### config.mk
export PLATFORM = sky130hd
export DESIGN_NAME = digital_lock_ctrl_flat
export DESIGN_NICKNAME = d
export VERILOG_FILES = /design/src/rtl/digital_lock_pkg.sv /design/src/rtl/digital_lock_ctrl_if.sv /design/src/rtl/lock_tick_gen.sv /design/src/rtl/digital_lock_ctrl.sv /design/src/flat_wrapper.sv
export SDC_FILE = /design/constraint.sdc
export NUM_CORES = 1
export LEC_CHECK = 0
export CORE_ASPECT_RATIO = 1.4
export CORE_MARGIN = 2
export CORE_UTILIZATION = 45
export DETAILED_ROUTE_END_ITERATION = 8
export DONT_BUFFER_PORTS = 1
export PLACE_DENSITY_LB_ADDON = 0.3
export SLEW_MARGIN = 40
export SYNTH_ARGS = -nofsm -noshare
export SYNTH_HDL_FRONTEND = slang
export SYNTH_HIERARCHICAL = 1
export SYNTH_SLANG_ARGS = --single-unit
### constraint.sdc
create_clock -name clk -period 3.7 [get_ports clk]
set_clock_uncertainty 0.1 [all_clocks]
set_input_delay 0.37 -clock clk [delete_from_list [all_inputs] [get_ports clk]]
set_output_delay 0.37 -clock clk [all_outputs]
set_load 0.005 [all_outputs]
### src/rtl/digital_lock_pkg.sv
// Shared types and constants for the keypad lock controller.
package digital_lock_pkg;

   typedef enum logic [2:0] {
      StIdle,
      StEntry,
      StUnlocked,
      StFail,
      StLockout
   } lock_state_t;

   localparam logic [2:0] RGB_OFF   = 3'b000;
   localparam logic [2:0] RGB_RED   = 3'b100;
   localparam logic [2:0] RGB_GREEN = 3'b010;
   localparam logic [2:0] RGB_BLUE  = 3'b001;

   localparam logic [3:0] LED_OFF   = 4'b0000;
   localparam logic [3:0] LED_ALL   = 4'b1111;
   localparam logic [3:0] LED_ALT_A = 4'b1010;
   localparam logic [3:0] LED_ALT_B = 4'b0101;

   // Counter width that never collapses to zero bits.
   function automatic int unsigned clog2_min1(input int unsigned v);
      return (v <= 2) ? 1 : $clog2(v);
   endfunction

   function automatic logic [3:0] led_thermo(input int unsigned n);
      if (n >= 4) begin
         return LED_ALL;
      end
      return 4'((1 << n) - 1);
   endfunction

endpackage

### src/rtl/digital_lock_ctrl_if.sv
// Keypad/status bundle between the lock controller and its surroundings.
interface digital_lock_ctrl_if #(
   parameter int unsigned NUM_KEYS  = 4,
   parameter int unsigned CODE_LEN  = 4,
   parameter int unsigned MAX_FAILS = 3
) ();

   localparam int unsigned KEY_W  = digital_lock_pkg::clog2_min1(NUM_KEYS);
   localparam int unsigned FCNT_W = digital_lock_pkg::clog2_min1(MAX_FAILS + 1);

   logic [NUM_KEYS-1:0]       key;
   logic [CODE_LEN*KEY_W-1:0] code;
   logic                      relock;
   logic                      unlocked;
   logic                      alarm;
   logic [FCNT_W-1:0]         fail_cnt;
   logic [3:0]                led;
   logic [2:0]                rgb;

   modport master (
      output key, code, relock,
      input  unlocked, alarm, fail_cnt, led, rgb
   );

   modport slave (
      input  key, code, relock,
      output unlocked, alarm, fail_cnt, led, rgb
   );

endinterface

### src/rtl/lock_tick_gen.sv
// Blink tick divider: one-cycle pulse every CLK_FREQ/BLINK_HZ cycles, synchronous clear.
module lock_tick_gen
   import digital_lock_pkg::*;
#(
   parameter int unsigned CLK_FREQ = 125_000_000,
   parameter int unsigned BLINK_HZ = 25
) (
   input  logic clk,
   input  logic rst,
   input  logic clr_i,
   output logic tick_o
);

   localparam int unsigned DIV   = (CLK_FREQ / BLINK_HZ == 0) ? 1 : CLK_FREQ / BLINK_HZ;
   localparam int unsigned CNT_W = clog2_min1(DIV);

   logic [CNT_W-1:0] cnt_q, cnt_d;

   assign tick_o = (cnt_q == CNT_W'(DIV - 1));

   always_comb begin
      cnt_d = cnt_q + 1'b1;
      if (clr_i || tick_o) begin
         cnt_d = '0;
      end
   end

   always_ff @(posedge clk or negedge rst) begin
      if (!rst) begin
         cnt_q <= '0;
      end else begin
         cnt_q <= cnt_d;
      end
   end

endmodule

### src/rtl/digital_lock_ctrl.sv
// Keypad lock controller: code matching, failure counting, timed lockout and blink outputs.
// Optional ENTRY idle timeout enabled by defining DIGITAL_LOCK_ENTRY_TIMEOUT_EN.
module digital_lock_ctrl
   import digital_lock_pkg::*;
#(
   parameter int unsigned NUM_KEYS            = 4,
   parameter int unsigned CODE_LEN            = 4,
   parameter int unsigned MAX_FAILS           = 3,
   parameter int unsigned CLK_FREQ            = 125_000_000,
   parameter int unsigned BLINK_HZ            = 25,
   parameter int unsigned FAIL_TICKS          = 50,
   parameter int unsigned LOCKOUT_TICKS       = 250,
   parameter int unsigned ENTRY_TIMEOUT_TICKS = 125
) (
   input logic                clk,
   input logic                rst,
   digital_lock_ctrl_if.slave bus
);

   localparam int unsigned KEY_W     = clog2_min1(NUM_KEYS);
   localparam int unsigned FCNT_W    = clog2_min1(MAX_FAILS + 1);
   localparam int unsigned IDX_W     = clog2_min1(CODE_LEN + 1);
   localparam int unsigned TMAX_A    = (FAIL_TICKS > LOCKOUT_TICKS) ? FAIL_TICKS : LOCKOUT_TICKS;
   localparam int unsigned TIMER_MAX = (TMAX_A > ENTRY_TIMEOUT_TICKS) ? TMAX_A
                                                                    : ENTRY_TIMEOUT_TICKS;
   localparam int unsigned TMR_W     = clog2_min1(TIMER_MAX + 1);

   lock_state_t       state_q, state_d;
   logic [IDX_W-1:0]  idx_q, idx_d;
   logic              mismatch_q, mismatch_d;
   logic [FCNT_W-1:0] fail_cnt_q, fail_cnt_d;
   logic [TMR_W-1:0]  timer_q, timer_d;
   logic              blink_q, blink_d;
   logic [3:0]        led_q, led_d;
   logic [2:0]        rgb_q, rgb_d;
   logic              unlocked_q, unlocked_d;
   logic              alarm_q, alarm_d;

   logic              press, multi, digit_bad, mm_next, last_digit, tick, tick_clr;
   logic [KEY_W-1:0]  digit, exp_digit;
   logic [FCNT_W-1:0] fail_nxt;

   lock_tick_gen #(
      .CLK_FREQ(CLK_FREQ),
      .BLINK_HZ(BLINK_HZ)
   ) u_tick_gen (
      .clk   (clk),
      .rst   (rst),
      .clr_i (tick_clr),
      .tick_o(tick)
   );

   // Key decode; a second set bit marks the digit invalid.
   always_comb begin
      digit = '0;
      multi = 1'b0;
      press = 1'b0;
      for (int i = 0; i < NUM_KEYS; i++) begin
         if (bus.key[i]) begin
            if (press) begin
               multi = 1'b1;
            end
            press = 1'b1;
            digit = KEY_W'(i);
         end
      end
   end

   always_comb begin
      exp_digit = '0;
      for (int j = 0; j < CODE_LEN; j++) begin
         if (idx_q == IDX_W'(j)) begin
            exp_digit = bus.code[j*KEY_W +: KEY_W];
         end
      end
   end

   assign digit_bad  = multi || (digit != exp_digit);
   assign mm_next    = mismatch_q || digit_bad;
   assign last_digit = (idx_q == IDX_W'(CODE_LEN - 1));
   assign fail_nxt   = (fail_cnt_q == FCNT_W'(MAX_FAILS)) ? fail_cnt_q : fail_cnt_q + 1'b1;

   always_comb begin
      state_d    = state_q;
      idx_d      = idx_q;
      mismatch_d = mismatch_q;
      fail_cnt_d = fail_cnt_q;
      timer_d    = timer_q;
      blink_d    = blink_q;
      tick_clr   = 1'b0;

      unique case (state_q)
         // IDLE and ENTRY share the digit path: idx and mismatch are zero in IDLE.
         StIdle, StEntry: begin
            if (press) begin
               tick_clr = 1'b1;
               timer_d  = '0;
               blink_d  = 1'b0;
               if (last_digit) begin
                  idx_d      = '0;
                  mismatch_d = 1'b0;
                  if (!mm_next) begin
                     state_d    = StUnlocked;
                     fail_cnt_d = '0;
                  end else begin
                     fail_cnt_d = fail_nxt;
                     state_d    = (fail_nxt == FCNT_W'(MAX_FAILS)) ? StLockout : StFail;
                  end
               end else begin
                  idx_d      = idx_q + 1'b1;
                  mismatch_d = mm_next;
                  state_d    = StEntry;
               end
            end
`ifdef DIGITAL_LOCK_ENTRY_TIMEOUT_EN
            else if ((state_q == StEntry) && tick) begin
               if (timer_q == TMR_W'(ENTRY_TIMEOUT_TICKS - 1)) begin
                  state_d    = StIdle;
                  idx_d      = '0;
                  mismatch_d = 1'b0;
                  timer_d    = '0;
               end else begin
                  timer_d = timer_q + 1'b1;
               end
            end
`endif
         end
         StUnlocked: begin
            if (bus.relock) begin
               state_d = StIdle;
            end
         end
         StFail: begin
            if (tick) begin
               blink_d = ~blink_q;
               timer_d = timer_q + 1'b1;
               if (timer_q == TMR_W'(FAIL_TICKS - 1)) begin
                  state_d = StIdle;
                  timer_d = '0;
               end
            end
         end
         StLockout: begin
            if (tick) begin
               blink_d = ~blink_q;
               timer_d = timer_q + 1'b1;
               if (timer_q == TMR_W'(LOCKOUT_TICKS - 1)) begin
                  state_d    = StIdle;
                  timer_d    = '0;
                  fail_cnt_d = '0;
               end
            end
         end
         default: begin
            state_d = StIdle;
         end
      endcase
   end

   // Outputs are decoded from next state so they register alongside it.
   always_comb begin
      led_d      = LED_OFF;
      rgb_d      = RGB_OFF;
      unlocked_d = 1'b0;
      alarm_d    = 1'b0;
      unique case (state_d)
         StIdle: begin
            led_d = LED_OFF;
            rgb_d = RGB_OFF;
         end
         StEntry: begin
            led_d = led_thermo(int'(idx_d));
            rgb_d = RGB_BLUE;
         end
         StUnlocked: begin
            led_d      = LED_ALL;
            rgb_d      = RGB_GREEN;
            unlocked_d = 1'b1;
         end
         StFail: begin
            led_d = blink_d ? LED_OFF : LED_ALL;
            rgb_d = blink_d ? RGB_OFF : RGB_RED;
         end
         StLockout: begin
            led_d   = blink_d ? LED_ALT_B : LED_ALT_A;
            rgb_d   = blink_d ? RGB_BLUE : RGB_RED;
            alarm_d = 1'b1;
         end
         default: begin
            led_d = LED_OFF;
         end
      endcase
   end

   always_ff @(posedge clk or negedge rst) begin
      if (!rst) begin
         state_q    <= StIdle;
         idx_q      <= '0;
         mismatch_q <= 1'b0;
         fail_cnt_q <= '0;
         timer_q    <= '0;
         blink_q    <= 1'b0;
         led_q      <= LED_OFF;
         rgb_q      <= RGB_OFF;
         unlocked_q <= 1'b0;
         alarm_q    <= 1'b0;
      end else begin
         state_q    <= state_d;
         idx_q      <= idx_d;
         mismatch_q <= mismatch_d;
         fail_cnt_q <= fail_cnt_d;
         timer_q    <= timer_d;
         blink_q    <= blink_d;
         led_q      <= led_d;
         rgb_q      <= rgb_d;
         unlocked_q <= unlocked_d;
         alarm_q    <= alarm_d;
      end
   end

   assign bus.unlocked = unlocked_q;
   assign bus.alarm    = alarm_q;
   assign bus.fail_cnt = fail_cnt_q;
   assign bus.led      = led_q;
   assign bus.rgb      = rgb_q;

endmodule

### src/flat_wrapper.sv
// flat-port wrapper written by rule: the top's interface ports become plain ports
module digital_lock_ctrl_flat import digital_lock_pkg::*;
#(
   parameter int unsigned NUM_KEYS            = 4,
   parameter int unsigned CODE_LEN            = 4,
   parameter int unsigned MAX_FAILS           = 3,
   parameter int unsigned CLK_FREQ            = 125_000_000,
   parameter int unsigned BLINK_HZ            = 25,
   parameter int unsigned FAIL_TICKS          = 50,
   parameter int unsigned LOCKOUT_TICKS       = 250,
   parameter int unsigned ENTRY_TIMEOUT_TICKS = 125
)
  (clk, rst, bus_key, bus_code, bus_relock, bus_unlocked, bus_alarm, bus_fail_cnt, bus_led, bus_rgb);
  digital_lock_ctrl_if #(.NUM_KEYS(NUM_KEYS), .CODE_LEN(CODE_LEN), .MAX_FAILS(MAX_FAILS)) bus_i ();
  input logic clk;
  input logic rst;
  input wire logic [$bits(bus_i.key)-1:0] bus_key;
  input wire logic [$bits(bus_i.code)-1:0] bus_code;
  input wire logic [$bits(bus_i.relock)-1:0] bus_relock;
  output wire logic [$bits(bus_i.unlocked)-1:0] bus_unlocked;
  output wire logic [$bits(bus_i.alarm)-1:0] bus_alarm;
  output wire logic [$bits(bus_i.fail_cnt)-1:0] bus_fail_cnt;
  output wire logic [$bits(bus_i.led)-1:0] bus_led;
  output wire logic [$bits(bus_i.rgb)-1:0] bus_rgb;
  assign bus_i.key = bus_key;
  assign bus_i.code = bus_code;
  assign bus_i.relock = bus_relock;
  assign bus_unlocked = bus_i.unlocked;
  assign bus_alarm = bus_i.alarm;
  assign bus_fail_cnt = bus_i.fail_cnt;
  assign bus_led = bus_i.led;
  assign bus_rgb = bus_i.rgb;
  digital_lock_ctrl #(.NUM_KEYS(NUM_KEYS), .CODE_LEN(CODE_LEN), .MAX_FAILS(MAX_FAILS), .CLK_FREQ(CLK_FREQ), .BLINK_HZ(BLINK_HZ), .FAIL_TICKS(FAIL_TICKS), .LOCKOUT_TICKS(LOCKOUT_TICKS), .ENTRY_TIMEOUT_TICKS(ENTRY_TIMEOUT_TICKS)) u_core (.clk(clk), .rst(rst), .bus(bus_i));
endmodule
==> out/summary.log <==
INFO  synthesis      ys.flop_type=sky130_fd_sc_hd__dfrtp_1
INFO  route          via_per_inst=5.81
INFO  synthesis      synthCells=308
INFO  cts            cts-root-to-sink-buffers=2
INFO  hold_path      worst_hold_startpoint=bus_relock
INFO  finish         fin_nets=334
INFO  finish         final_design_instance_area_without_fill=0.00303mm^2
INFO  hold_path      kind_of_path_behind_the_tightest_hold_check=primary input to register
INFO  die            boundaryPins=26
INFO  pwr            internal_power=0.00106W
INFO  die            starting_density_of_the_core=46.4%
INFO  pwr            max-vdd-ir-drop=224uV
INFO  synthesis      number_of_enable_flip_flop_cells_after_synthesis=0
INFO  synthesis      postSynthRegisterBits=49
INFO  sta            timing.fmax=0.306GHz
INFO  finish         diodes=0
INFO  setup_path     stage_delay_of_the_slowest_cell_on_the_critical_path=630ps
INFO  cts            htree_levels=2
INFO  pwr            pwr-share-comb=42.3%
INFO  sta            report.final.hold_viol_count=0
INFO  setup_path     register_to_register_path_setup_slack=440ps
INFO  synthesis      number_of_nets_in_the_synthesized_netlist=331
INFO  synthesis      synth-seq-area-share=42.8%
INFO  route          topRoutingLayerUsed=met4
INFO  placed_design  place_hpwl=3.97mm
INFO  setup_path     required=3790ps
INFO  setup_path     cp-start-kind=register
INFO  die            rows=34
INFO  die            floorplan_die_area=0.00702mm^2
INFO  grt            grt_pass1_vias=2,177
INFO  route          wl_met2=2.81mm
INFO  route          wl_met1=2.52mm
INFO  cts            clkTransAtPathRegs=80ps
INFO  setup_path     critical_path.endpoint_type=register
INFO  synthesis      number_of_distinct_library_cell_variants_in_the_gate_level_netlist_after_synthesis=65
INFO  cts            post_cts_buffers=0
INFO  route          routedWlPerCell=14.5um
INFO  sta            setup_repair_after_global_routing_missed_its_margin=no
INFO  grt            grt_antenna_before_repair=0
INFO  hold_path      hold-path-endpoint=u_core/state_q[1]
INFO  cts            cts_sinks=49
INFO  synthesis      synth-async-reset-ratio=100%
INFO  pwr            p_switching=0.000709W
INFO  finish         post_layout_nonfiller_instances=382
INFO  sta            period_share=88.2%
INFO  pwr            total_leakage_power=1.24nW
INFO  cts            clockRootBuffer=sky130_fd_sc_hd__clkbuf_8
INFO  setup_path     crit_arrival=3360ps
INFO  pwr            p_per_cell_area=584mW/mm^2
INFO  synthesis      synthDominantAreaCellType=sky130_fd_sc_hd__dfrtp_1
INFO  grt            global_route.usage.total=17.1%
INFO  synthesis      synth.top_cell.area_share=42.8%
INFO  setup_path     path_buf_inv=1
INFO  setup_path     critical_path.cell_chain=ha_1 -> nand3_1 -> or4_4 -> nor4_1 -> buf_4 -> nand2b_1 -> o22a_1 -> or2_2 -> o41ai_1
INFO  job            max_cap_viol_count=0
INFO  route          dr.pass1.iters=4
INFO  route          drt_wl_total=5.54mm
INFO  pwr            switching_fraction=40.1%
INFO  sta            slew_headroom=50.5%
INFO  grt            overflow=0
INFO  cts            cts_tree=yes
INFO  synthesis      synthMostInstantiatedCell=sky130_fd_sc_hd__dfrtp_1
INFO  route          vias=2,218
INFO  sta            tightest_pin_transition=736ps
INFO  sta            final_max_slew_viol_count=0
INFO  placed_design  placed_cells=374
INFO  hold_path      whs_path_depth=3
INFO  finish         fraction_of_layout_cells_with_a_size_suffix_above_1=9.68%
INFO  placed_design  finalWeightedCongestion=0.814
INFO  cts            clock_latency=290ps
INFO  die            placeableCoreArea=0.00617mm^2
INFO  cts            cts_repair_resize_count=0
INFO  synthesis      avgSynthCellArea=9.29um^2
INFO  route          drt_first_iter_violations=126
INFO  route          met3WireLength=148um
INFO  setup_path     worst_r2r_startpoint=u_core/u_tick_gen/cnt_q[0]
INFO  die            dieWidth=71.4um
INFO  synthesis      synthesis.area=0.00286mm^2
INFO  placed_design  dpl-instance-area=0.00291mm^2
INFO  setup_path     cp_max_fo=11
INFO  pwr            power.share.sequential=41.7%
INFO  sta            finalSetupViolations=0
INFO  synthesis      synthTopCellsByArea=sky130_fd_sc_hd__dfrtp_1 (43%), sky130_fd_sc_hd__nor2_1 (4.9%), sky130_fd_sc_hd__xnor2_1 (4.0%)
INFO  finish         flow.area_growth_from_synthesis=5.68%
INFO  route          drc=0
INFO  route          drt.antenna.violating_nets=0
INFO  outcome        run_status=finished clean
INFO  die            die_h=98.4um
INFO  grt            grt_pass1_wl=9.85mm
INFO  cts            clock_buffers_created_by_tritoncts=5
INFO  pwr            power.share.clock=16.0%
INFO  synthesis      ys_top_cells_by_count=sky130_fd_sc_hd__dfrtp_1 (49), sky130_fd_sc_hd__nor2_1 (37), sky130_fd_sc_hd__nand2_1 (26), sky130_fd_sc_hd__inv_1 (21), sky130_fd_sc_hd__nand3_1 (18)
INFO  setup_path     worst_path_slowest_cell=sky130_fd_sc_hd__or4_4
INFO  setup_path     cpLargestDelayFamily=simple AND/OR/NAND/NOR gates
INFO  setup_path     rr_worst_depth=9
INFO  grt            grt_start_max_net_pins=50
INFO  setup_path     timing.rr.end=u_core/timer_q[7]
INFO  placed_design  place.port_buffers=0
INFO  setup_path     timing.setup.critical_path_class=register to register
INFO  synthesis      yosys_warnings=6
INFO  sta            totalNegativeSetupSlack=0ps
INFO  sta            layout_min_cycle_time=3260ps
-- metal layers --
metal  global-route usage (%)  vias to the layer above
li1                         -                     1107
met1                     21.8                     1083
met2                     29.2                       21
met3                     3.41                        7
met4                     4.79                        0
met5                        0                        -
-- cell families (layout without fill, tap and decap cells) --
kind of cell             count (synthesis)  in the layout  share of synthesized area [%]
adder cells (fa/ha/maj)                  8              8                           3.50
AO/OA/AOI/OAI                           63             63                           16.5
multiplexers                             3              3                           1.05
flip-flops                              49             49                           42.8
buffers and inverters                   29             31                           4.50
XOR/XNOR                                15             15                           4.59
AND/OR/NAND/NOR                        141            141                           27.0
-- per-stage QoR --
step	utilization (%)	hold slack (ps)	setup slack, ps	power [W]
2_1_floorplan	-	-25.6	440	0.00136
3_3_place_gp	47.2	-24.5	545	0.00147
3_5_place_dp	47.2	-24.3	445	0.00149
4_1_cts	49.0	345	433	0.00179
5_1_grt	49.0	352	195	0.00193
6_report	49.0	351	435	0.00177
-- cells in the final DEF (no fill, tap or decap), drive strengths merged, types with 3 or more instances in the layout --
cell | synthesis | layout
dfrtp | 49 | 49
nor2 | 37 | 37
nand2 | 26 | 26
inv | 22 | 22
nand3 | 18 | 18
a21oi | 18 | 18
o21ai | 17 | 17
xnor2 | 13 | 13
nor4 | 11 | 11
ha | 8 | 8
nor3 | 7 | 7
nand2b | 6 | 6
nand4 | 6 | 6
clkbuf | 3 | 5
or3 | 5 | 5
o31ai | 4 | 4
or2 | 4 | 4
mux2i | 3 | 3
nand3b | 3 | 3
nor2b | 3 | 3
a2111oi | 3 | 3
a31oi | 3 | 3
o41ai | 3 | 3
or4 | 3 | 3
-- worst reg2reg max path, stage by stage (launching register included) --
cell and delay [ps]:
sky130_fd_sc_hd__dfrtp_1 390, sky130_fd_sc_hd__ha_1 190, sky130_fd_sc_hd__nand3_1 270, sky130_fd_sc_hd__or4_4 640
sky130_fd_sc_hd__nor4_1 200, sky130_fd_sc_hd__buf_4 190, sky130_fd_sc_hd__nand2b_1 100, sky130_fd_sc_hd__o22a_1 350
sky130_fd_sc_hd__or2_2 410, sky130_fd_sc_hd__o41ai_1 330
-- cell type report --
cell class	instances	area (um^2)
fillers	573	3140
multi-input cells	230	1510
flip-flops and latches	49	1230
well taps	72	90.1
inverters	22	82.6
clock buffers	5	68.8
repair buffers	3	45.0
clock inverters	1	5.00
-- registers in the layout, summed over array words and instances (netlist names), 2 cells and up --
name and count:
u_core/state_q 3, u_core/bus.fail_cnt 2, u_core/bus.led 4, u_core/bus.rgb 2, u_core/timer_q 8, u_core/u_tick_gen/cnt_q 23, u_core/idx_q 3
-- how the worst max path moves through the flow --
| stage | from | to | slack, ps | cells past startpoint |
|---|---|---|---|---|
| 5_1_grt | u_core/u_tick_gen/cnt_q[0] | u_core/bus.led[0] | 200 | 10 |
| 6_report | u_core/u_tick_gen/cnt_q[0] | u_core/timer_q[7] | 440 | 9 |
| 4_1_cts | u_core/u_tick_gen/cnt_q[0] | u_core/timer_q[7] | 430 | 9 |
| 2_1_floorplan | u_core/u_tick_gen/cnt_q[0] | u_core/bus.led[0] | 440 | 9 |
| 3_3_place_gp | u_core/u_tick_gen/cnt_q[0] | u_core/timer_q[7] | 550 | 9 |
| 3_5_place_dp | u_core/u_tick_gen/cnt_q[0] | u_core/timer_q[7] | 440 | 9 |
-- power by group through the flow --
stage / sequential, W / clock (W) / combinational, W
floorplan: 0.000704 / 0 / 0.000661
global placement: 0.000747 / 0 / 0.000722
detailed placement: 0.000750 / 0 / 0.000740
CTS: 0.000740 / 0.000295 / 0.000757
global route: 0.000757 / 0.000315 / 0.000854
finish: 0.000737 / 0.000282 / 0.000748
-- what timing repair did --
action | in CTS | in global routing
setup endpoints to repair | 0 | 0
hold buffers | 2 | 0
hold endpoints to repair | 49 | 0
Note: power is estimated with default switching activity, not from simulation.
